### config.mk
export PLATFORM = sky130hd
export DESIGN_NAME = lu_sequencer
export DESIGN_NICKNAME = d
export VERILOG_FILES = /design/src/rtl/lu_sequencer.sv
export SDC_FILE = /design/constraint.sdc
export NUM_CORES = 1
export LEC_CHECK = 0
export CAP_MARGIN = 20
export CORE_UTILIZATION = 57
export DETAILED_ROUTE_END_ITERATION = 12
export GPL_TIMING_DRIVEN = 0
export PLACE_DENSITY = 0.85
export SLEW_MARGIN = 20
export SYNTH_ARGS = -nofsm -noshare
export SYNTH_HDL_FRONTEND = slang
export SYNTH_SLANG_ARGS = --single-unit
### constraint.sdc
create_clock -name clk -period 3.7 [get_ports clk]
set_clock_uncertainty 0.2 [all_clocks]
set_input_delay 0.74 -clock clk [delete_from_list [all_inputs] [get_ports clk]]
set_output_delay 0.74 -clock clk [all_outputs]
set_load 0.1 [all_outputs]
### src/rtl/lu_sequencer.sv
// lu_sequencer: command FIFO feeding an external logic unit,
// with a registered result stage and completion counter.
module lu_sequencer #(
    parameter int DEPTH = 4
) (
    input  logic        clk,
    input  logic        reset,
    input  logic        in_valid,
    output logic        in_ready,
    input  logic [2:0]  in_op,
    input  logic [15:0] in_a,
    input  logic [15:0] in_b,
    output logic [15:0] lu_a,
    output logic [15:0] lu_b,
    output logic        lu_s1,
    output logic        lu_s2,
    output logic        lu_s3,
    input  logic [15:0] lu_out,
    output logic        out_valid,
    input  logic        out_ready,
    output logic [15:0] out_data,
    output logic [2:0]  out_op,
    output logic        out_zero,
    output logic        out_neg,
    output logic        out_par,
    output logic [15:0] done_cnt
);

    localparam int AW = (DEPTH > 1) ? $clog2(DEPTH) : 1;
    localparam int CW = $clog2(DEPTH + 1);

    logic [2:0]    fifo_op [DEPTH];
    logic [15:0]   fifo_a  [DEPTH];
    logic [15:0]   fifo_b  [DEPTH];
    logic [AW-1:0] wr_ptr;
    logic [AW-1:0] rd_ptr;
    logic [CW-1:0] count;
    logic          full;
    logic          empty;
    logic          push;
    logic          pop;
    logic [2:0]    head_op;

    assign full     = (count == CW'(DEPTH));
    assign empty    = (count == '0);
    assign in_ready = !full;
    assign push     = in_valid && !full;
    assign pop      = !empty && (!out_valid || out_ready);
    assign head_op  = fifo_op[rd_ptr];

    // Present the head command to the logic unit, zeros when idle
    always_comb begin
        lu_a  = '0;
        lu_b  = '0;
        lu_s1 = 1'b0;
        lu_s2 = 1'b0;
        lu_s3 = 1'b0;
        if (!empty) begin
            lu_a  = fifo_a[rd_ptr];
            lu_b  = fifo_b[rd_ptr];
            lu_s1 = head_op[2];
            lu_s2 = head_op[1];
            lu_s3 = head_op[0];
        end
    end

    // Command storage: written at the tail on accept
    always_ff @(posedge clk) begin
        if (push) begin
            fifo_op[wr_ptr] <= in_op;
            fifo_a[wr_ptr]  <= in_a;
            fifo_b[wr_ptr]  <= in_b;
        end
    end

    // Pointers and occupancy; pointers wrap naturally at DEPTH
    always_ff @(posedge clk) begin
        if (reset) begin
            wr_ptr <= '0;
            rd_ptr <= '0;
            count  <= '0;
        end else begin
            if (push) begin
                wr_ptr <= wr_ptr + AW'(1);
            end
            if (pop) begin
                rd_ptr <= rd_ptr + AW'(1);
            end
            case ({push, pop})
                2'b10:   count <= count + CW'(1);
                2'b01:   count <= count - CW'(1);
                default: count <= count;
            endcase
        end
    end

    // Result stage: capture on pop, drop valid when consumed and idle
    always_ff @(posedge clk) begin
        if (reset) begin
            out_valid <= 1'b0;
            out_data  <= '0;
            out_op    <= '0;
            out_zero  <= 1'b0;
            out_neg   <= 1'b0;
            out_par   <= 1'b0;
        end else if (pop) begin
            out_valid <= 1'b1;
            out_data  <= lu_out;
            out_op    <= head_op;
            out_zero  <= (lu_out == '0);
            out_neg   <= lu_out[15];
            out_par   <= ^lu_out;
        end else if (out_valid && out_ready) begin
            out_valid <= 1'b0;
        end
    end

    // Completion counter, wraps at 16 bits
    always_ff @(posedge clk) begin
        if (reset) begin
            done_cnt <= '0;
        end else if (out_valid && out_ready) begin
            done_cnt <= done_cnt + 16'd1;
        end
    end

endmodule

## Word-level counts from Yosys, hierarchy flattened

Memories as Yosys holds them, arrays and structs flattened. A register that Yosys moved wholly into a read port is not among the register bits.
Index checks and enable logic that the tools add are counted.

| cells by class | value |
|---|---|
| order comparisons | 0 |
| muxes and demuxes | 16 |
| multipliers | 0 |
| add/subtract/negate cells | 5 |
| bitwise operators | 0 |
| equality and inequality tests | 3 |
| reductions and logical operators | 12 |
| div/mod/pow operators | 0 |
| shift-type cells | 0 |

Operators with widths:

| cell | number |
|---|---|
| $mux 16 | 2 |
| $add 16x1->16 const B | 1 |
| $logic_not 16->1 | 1 |
| $reduce_xor 16->1 | 1 |
| $mux 2 | 6 |
| $mux 1 | 7 |
| $pmux 3 s2 | 1 |
| $add 2x1->2 const B | 2 |
| $reduce_bool 2->1 | 2 |
| $add 3x1->3 const B | 1 |
| $eq 3x3->1 const B | 1 |
| $logic_and 1x1->1 | 3 |
| $logic_not 1->1 | 3 |
| $logic_not 3->1 | 1 |
| $sub 3x1->3 const B | 1 |
| $eq 2x1->1 const B | 1 |
| $eq 2x2->1 const B | 1 |
| $logic_or 1x1->1 | 1 |

| storage, ports and cells | value |
|---|---|
| input bits | 55 |
| RAM bits | 140 |
| logic and storage cells | 49 |
| bits in read-only memories | 0 |
| memories kept | 3 |
| latch bits | 0 |
| bits in registers | 46 |

Memory list:

| memory | depth | bits a word | rd ports | clocked after memory_dff | write ports | line | text |
|---|---|---|---|---|---|---|---|
| fifo_a | 4 | 16 | 1 | 1 | 1 | 33 | `logic [15:0] fifo_a [DEPTH];` |
| fifo_b | 4 | 16 | 1 | 1 | 1 | 34 | `logic [15:0] fifo_b [DEPTH];` |
| fifo_op | 4 | 3 | 1 | 1 | 1 | 32 | `logic [2:0] fifo_op [DEPTH];` |

## Depth between registers and ports, before layout

Gate-level depths: netlist of the first run.

| logic depth | value |
|---|---|
| depth after elaboration | 5 |
| gate-level depth with buffers | 10 |
| depth with buffers taken out | 9 |

## Worst setup path before layout of the first run

Ideal clock, no wire load.

| timing | value |
|---|---|
| path kind | reg-to-output |
| from | register (tool-made name) |
| to | output port lu_a[0] |
| data arrival time | 2.394 ns |
| setup slack | 0.366 ns |
| cell stages (with the launch flop) | 5 |
| path through | dfxtp_1 > buf_2 > clkbuf_1 > mux4_2 > nor2b_1 |

RTL lines:

| item | line | text |
|---|---|---|
| end: declaration | 13 | `output logic [15:0] lu_a,` |

==> results of run 1 <==
[kinds of logic after synthesis]
logic type	after synthesis	share of synthesized area (%)
flops	187	69.1
simple gates	141	9.75
buf+inv	48	2.71
mux	36	10.7
compound gates	35	2.45
xor+xnor	22	2.59
fa+ha+maj	15	2.62
[worst max-delay path by stage]
stage                                      from                    end  slack (ns)  depth (start not counted)
after floorplan                            flop                lu_a[0]        0.37                          4
after global placement                     flop                lu_b[8]        0.02                          5
after detailed placement              out_ready  count[2]$_SDFFE_PP0P_       0.007                         11
after CTS                                  flop                  lu_s3        0.02                          4
after global routing      count[0]$_SDFFE_PP0P_                lu_b[8]       0.004                          5
final                                      flop                lu_b[4]        0.11                          5
[routing by layer]
layer | wire [um] | vias up
li1 | - | 2072
met1 | 6170 | 2186
met2 | 7670 | 166
met3 | 1020 | 20
met4 | 224 | 0
met5 | 0 | -
[through the flow]
step / setup WS, ns / instances / area [um2] / hold WS [ns] / util, %
3_3_place_gp: 0.0170 / 785 / 8950 / 0.243 / 70.6
2_1_floorplan: 0.366 / 484 / 7440 / 0.266 / -
6_report: 0.109 / 820 / 9710 / 0.257 / 76.6
4_1_cts: 0.0168 / 820 / 9700 / 0.258 / 76.5
5_1_grt: 0.00419 / 820 / 9710 / 0.273 / 76.6
3_5_place_dp: 0.00703 / 789 / 9060 / 0.249 / 71.5
[registers in the layout, indices dropped and copies added (netlist names), named ones only]
signal	count
count	3
done_cnt	16
fifo_a	64
fifo_b	64
fifo_op	12
out_data	16
out_op	3
out_par	1
out_valid	1
out_zero	1
rd_ptr	2
wr_ptr	2
[cells in the final DEF (no fill, tap or decap), drive strengths merged, types with 7 or more instances in the layout]
master / count
and3: 7
clkdlybuf4s50: 94
ha: 14
clkdlybuf4s15: 30
a21oi: 29
nand3: 7
nor2: 22
edfxtp: 140
clkbuf: 31
nor2b: 36
nand2: 46
xnor2: 14
xor2: 8
nand4: 8
inv: 27
buf: 15
mux4: 35
dfxtp: 47
[tightest hold or removal path, stage by stage, from the launching register on]
cell,delay (ns)
dfxtp_1,0.31
nand2_1,0.05
a21oi_1,0.05
[layout make-up]
class                           instances  area [um2]
Buffer                                 23         108
Clock buffer                           19         433
Clock inverter                         12         171
Fill cell                             779        2960
Inverter                               25        93.8
Multi-Input combinational cell        249        2100
Sequential cell                       187        5140
Tap cell                              172         215
Timing Repair Buffer                  133        1440
[timing repair]
action	CTS	global route
setup endpoints to repair	30	5
resized for setup	90	5
buffers inserted	0	0
pin swaps	0	0
==> results.tsv, run 1 <==
metric	value	unit
M2 GR Usage	40.9	%
Routed WL per cell	18.4	um
CTS sink cnt	187	
total gr overflow	0	
Seq/Total Area, Yosys	69.1	%
Worst Path Buf+Inv	3	
worst path arrival time	2.65	ns
clock buffer depth	2	
Critical Setup Path Class	reg2out	
die extent in y	116	um
Hold Crit Class	reg2reg	
largest cells by area after synthesis	edfxtp_1, dfxtp_1, mux4_2, nor2b_1, ha_1	
Reg clk slew, reported paths	0.07	ns
post-synth top area share	56.5	%
Crit-path slowest cell	clkdlybuf4s15_2	
r2r setup slk	0.93	ns
die area	13500	um2
NumNets Final	706	
Final HPWL DP	9.86	mm
GP Congestion	0.812	
remaining antenna violation count	0	
worst hold stages	2	
Ys Warns	0	
# port buffers	129	
first-pass GRT wire length	23.1	mm
Initial Util	58.7	%
critical path's largest stage delay	0.60	ns
kind of cell adding the most delay to the critical path	buffers and inverters	
syn_area_per_cell	15.4	um2
grt met3 use	6.28	%
CTS Hold Bufs	0	
final setup vio count	0	
Post-synth EDFFs	140	
cell with the most instances after synthesis	edfxtp_1	
max_cap viols	0	
CORE AREA	12700	um2
critical-path cell list	buf_2, clkbuf_1, mux4_2, nor2b_1, clkdlybuf4s15_2	
crit path launch type	flop	
fmax	0.279	GHz
synth unique cells	36	
vias in the first global route	4534	
synthesis-to-layout area growth	30.5	%
crit end category	output pin	
largest net degree at the start of global routing	28	
Post-Syn Nets	554	
ys async rst share	0	%
RR Endpoint	count[2]$_SDFFE_PP0P_	
vias per cell	5.42	
Worst-Margin Slew	1.01	ns
fin. max-slew vios	0	
gate count of the mapped netlist	484	
Max Fanout on Critical Path	10	
Setup TNS	0	ns
Tot GR Track Use	23.8	%
Total Wirelength	15.1	mm
status	finished, final reports clean	
Primary FF master, synth	edfxtp_1	
R2R depth	10	
CTS tree	built	
CTS H-tree depth	4	
starting DRC count in detailed routing	331	
final period utilization	97.0	%
fin crit period	3.59	ns
diode count	0	
critical path data required time	2.76	ns
antenna violations before repair	0	
clk_lat worst skew	0.43	ns
Hold Crit Start	out_data[9]$_SDFFE_PP0P_	
number of buffers created by CTS	17	
clock root buffer	clkbuf_16	
DR DRC count	0	
endpoints failing hold	0	
global routing's busiest layer	met2	
row cnt	41	
share of layout cells above drive strength 1	17.3	%
cell taking the most area after synthesis	edfxtp_1	
GR Util met1	28.8	%
headroom to the max-slew limit	32.2	%
Die Wd	116	um
synth cell count leaders	edfxtp_1, dfxtp_1, nand2_1	
Initial DRT Pass Iterations	4	
RSZ-0062 raised after global routing	no	
RR Startpoint	count[0]$_SDFFE_PP0P_	
WHS Endpoint	out_data[9]$_SDFFE_PP0P_	
total number of vias	4444	
Ports	130	
Synth Cell Area	7440	um2
#FFs+latches synth	187	
Power of run 1 is not shown: default switching activity piles up to over one toggle a cycle in this logic, so the estimate is an artifact.
==> run 2: changes to the inputs <==
--- a/config.mk
+++ b/config.mk
@@ -6,10 +6,10 @@
 export NUM_CORES = 1
 export LEC_CHECK = 0
 export CAP_MARGIN = 20
-export CORE_UTILIZATION = 57
+export CORE_UTILIZATION = 47
 export DETAILED_ROUTE_END_ITERATION = 12
 export GPL_TIMING_DRIVEN = 0
-export PLACE_DENSITY = 0.85
+export PLACE_DENSITY = 0.75
 export SLEW_MARGIN = 20
 export SYNTH_ARGS = -nofsm -noshare
 export SYNTH_HDL_FRONTEND = slang
==> constraint.sdc (replaced) <==
create_clock -name clk -period 3.29 [get_ports clk]
set_clock_uncertainty 0.2 [all_clocks]
set_input_delay 0.658 -clock clk [delete_from_list [all_inputs] [get_ports clk]]
set_output_delay 0.658 -clock clk [all_outputs]
set_load 0.1 [all_outputs]
==> results.tsv, run 2 (synthesis gave the netlist of run 1 again) <==
metric	value	unit
critical path data required time	2.43	ns
CTS H-tree depth	4	
fin crit period	3.15	ns
Final HPWL DP	9.73	mm
Initial DRT Pass Iterations	4	
final period utilization	95.8	%
NumNets Final	705	
GP Congestion	0.805	
clock buffer depth	2	
crit path launch type	flop	
antenna violations before repair	0	
CTS tree	built	
status	finished, final reports clean	
remaining antenna violation count	0	
number of buffers created by CTS	17	
endpoints failing hold	0	
final setup vio count	0	
worst path arrival time	2.29	ns
Total Wirelength	14.4	mm
synthesis-to-layout area growth	28.5	%
Ports	130	
most frequent cells in the layout	edfxtp_1, clkdlybuf4s50_1, dfxtp_1	
share of layout cells above drive strength 1	18.2	%
max_cap viols	0	
critical-path cell list	buf_2, mux4_2, nor2b_1, dlygate4sd2_1	
Hold Crit Start	out_op[1]$_SDFFE_PP0P_	
clk_lat worst skew	0.42	ns
row cnt	45	
CTS Hold Bufs	0	
most common cell after layout, fill and taps aside	edfxtp_1	
CORE AREA	15300	um2
Tot GR Track Use	18.5	%
Fill cells	1186	
post-cts resize count	103	
placed cells	828	
fmax	0.317	GHz
Die Wd	128	um
Worst Path Buf+Inv	2	
DR DRC count	0	
Reg clk slew, reported paths	0.06	ns
Layout Cells excl Fill	859	
# port buffers	129	
Worst-Margin Slew	1.01	ns
critical path's largest stage delay	0.60	ns
die extent in y	128	um
headroom to the max-slew limit	32.5	%
CTS sink cnt	187	
total number of vias	4414	
largest net degree at the start of global routing	22	
fin. max-slew vios	0	
kind of cell adding the most delay to the critical path	buffers and inverters	
total gr overflow	0	
vias in the first global route	4526	
combined flip-flop and latch cell area	5140	um2
area of the multi-input gates	2100	um2
Post-CTS Setup Inserts	0	
post-place setup slack	-0.376	ns
Initial Util	48.6	%
die area	16300	um2
starting DRC count in detailed routing	206	
RSZ-0062 raised after global routing	no	
Regs by FF count	fifo_a (64), fifo_b (64)	
RR Startpoint	count[0]$_SDFFE_PP0P_	
clock root buffer	clkbuf_16	
Crit-path slowest cell	dlygate4sd2_1	
vias per cell	5.14	
Critical Setup Path Class	reg2out	
crit end category	output pin	
crit path setup slack, layout	0.139	ns
first-pass GRT wire length	22.5	mm
Hold Crit Class	reg2reg	
Routed WL per cell	16.7	um
Max Fanout on Critical Path	8	
diode count	0	
run 2: cell types whose count changed in the layout (fill, tap and decap cells not counted), moves of 2 or more:
cell,before,now
buf_12,1,3
clkdlybuf4s15_2,30,0
dlygate4sd2_1,0,5
buf_2,2,32
clkbuf_1,14,7
buf_16,3,1
dlymetal6s2s_1,5,0
clkbuf_2,0,6
run 2: final cells by class:
type,instances,area share (%)
Multi-Input combinational cell,249,22.0
Buffer,22,1.16
Clock buffer,20,4.56
Tap cell,211,2.76
Timing Repair Buffer,133,12.8
Clock inverter,12,2.01
Sequential cell,187,53.8
Inverter,25,0.981
run 2: path summary, 6_finish.rpt:
check	depth (start not counted)	endpoint	slack, ns
max reg2reg	9	count[2]$_SDFFE_PP0P_	0.61
min reg2reg	2	out_op[1]$_SDFFE_PP0P_	0.26
min	2	out_op[1]$_SDFFE_PP0P_	0.26
max	4	lu_s3	0.14
run 2: per-stage QoR:
step / area (um2) / setup TNS [ns] / hold WS [ns] / util (%)
after global placement: 9000 / -17.55 / 0.243 / 58.8
after CTS: 9750 / -2.12 / 0.260 / 63.7
final: 9570 / 0 / 0.258 / 62.5
after detailed placement: 9090 / -8.70 / 0.251 / 59.4
after floorplan: 7440 / 0 / 0.266 / -
after global routing: 9570 / 0 / 0.276 / 62.5
run 2: tightest hold or removal path, stage by stage (launching register included):
cell and delay [ns]:
dfxtp_1 0.31, nand2_1 0.05, a21oi_1 0.05
run 2: per-layer routing:
layer,GRT usage [%],routed length [um],up-vias
li1,-,-,2080
met3,5.13,884,18
met4,6.64,200,0
met5,0,0,-
met1,22.8,6050,2180
met2,31.4,7230,136
Power of run 2 is left out for the same reason.
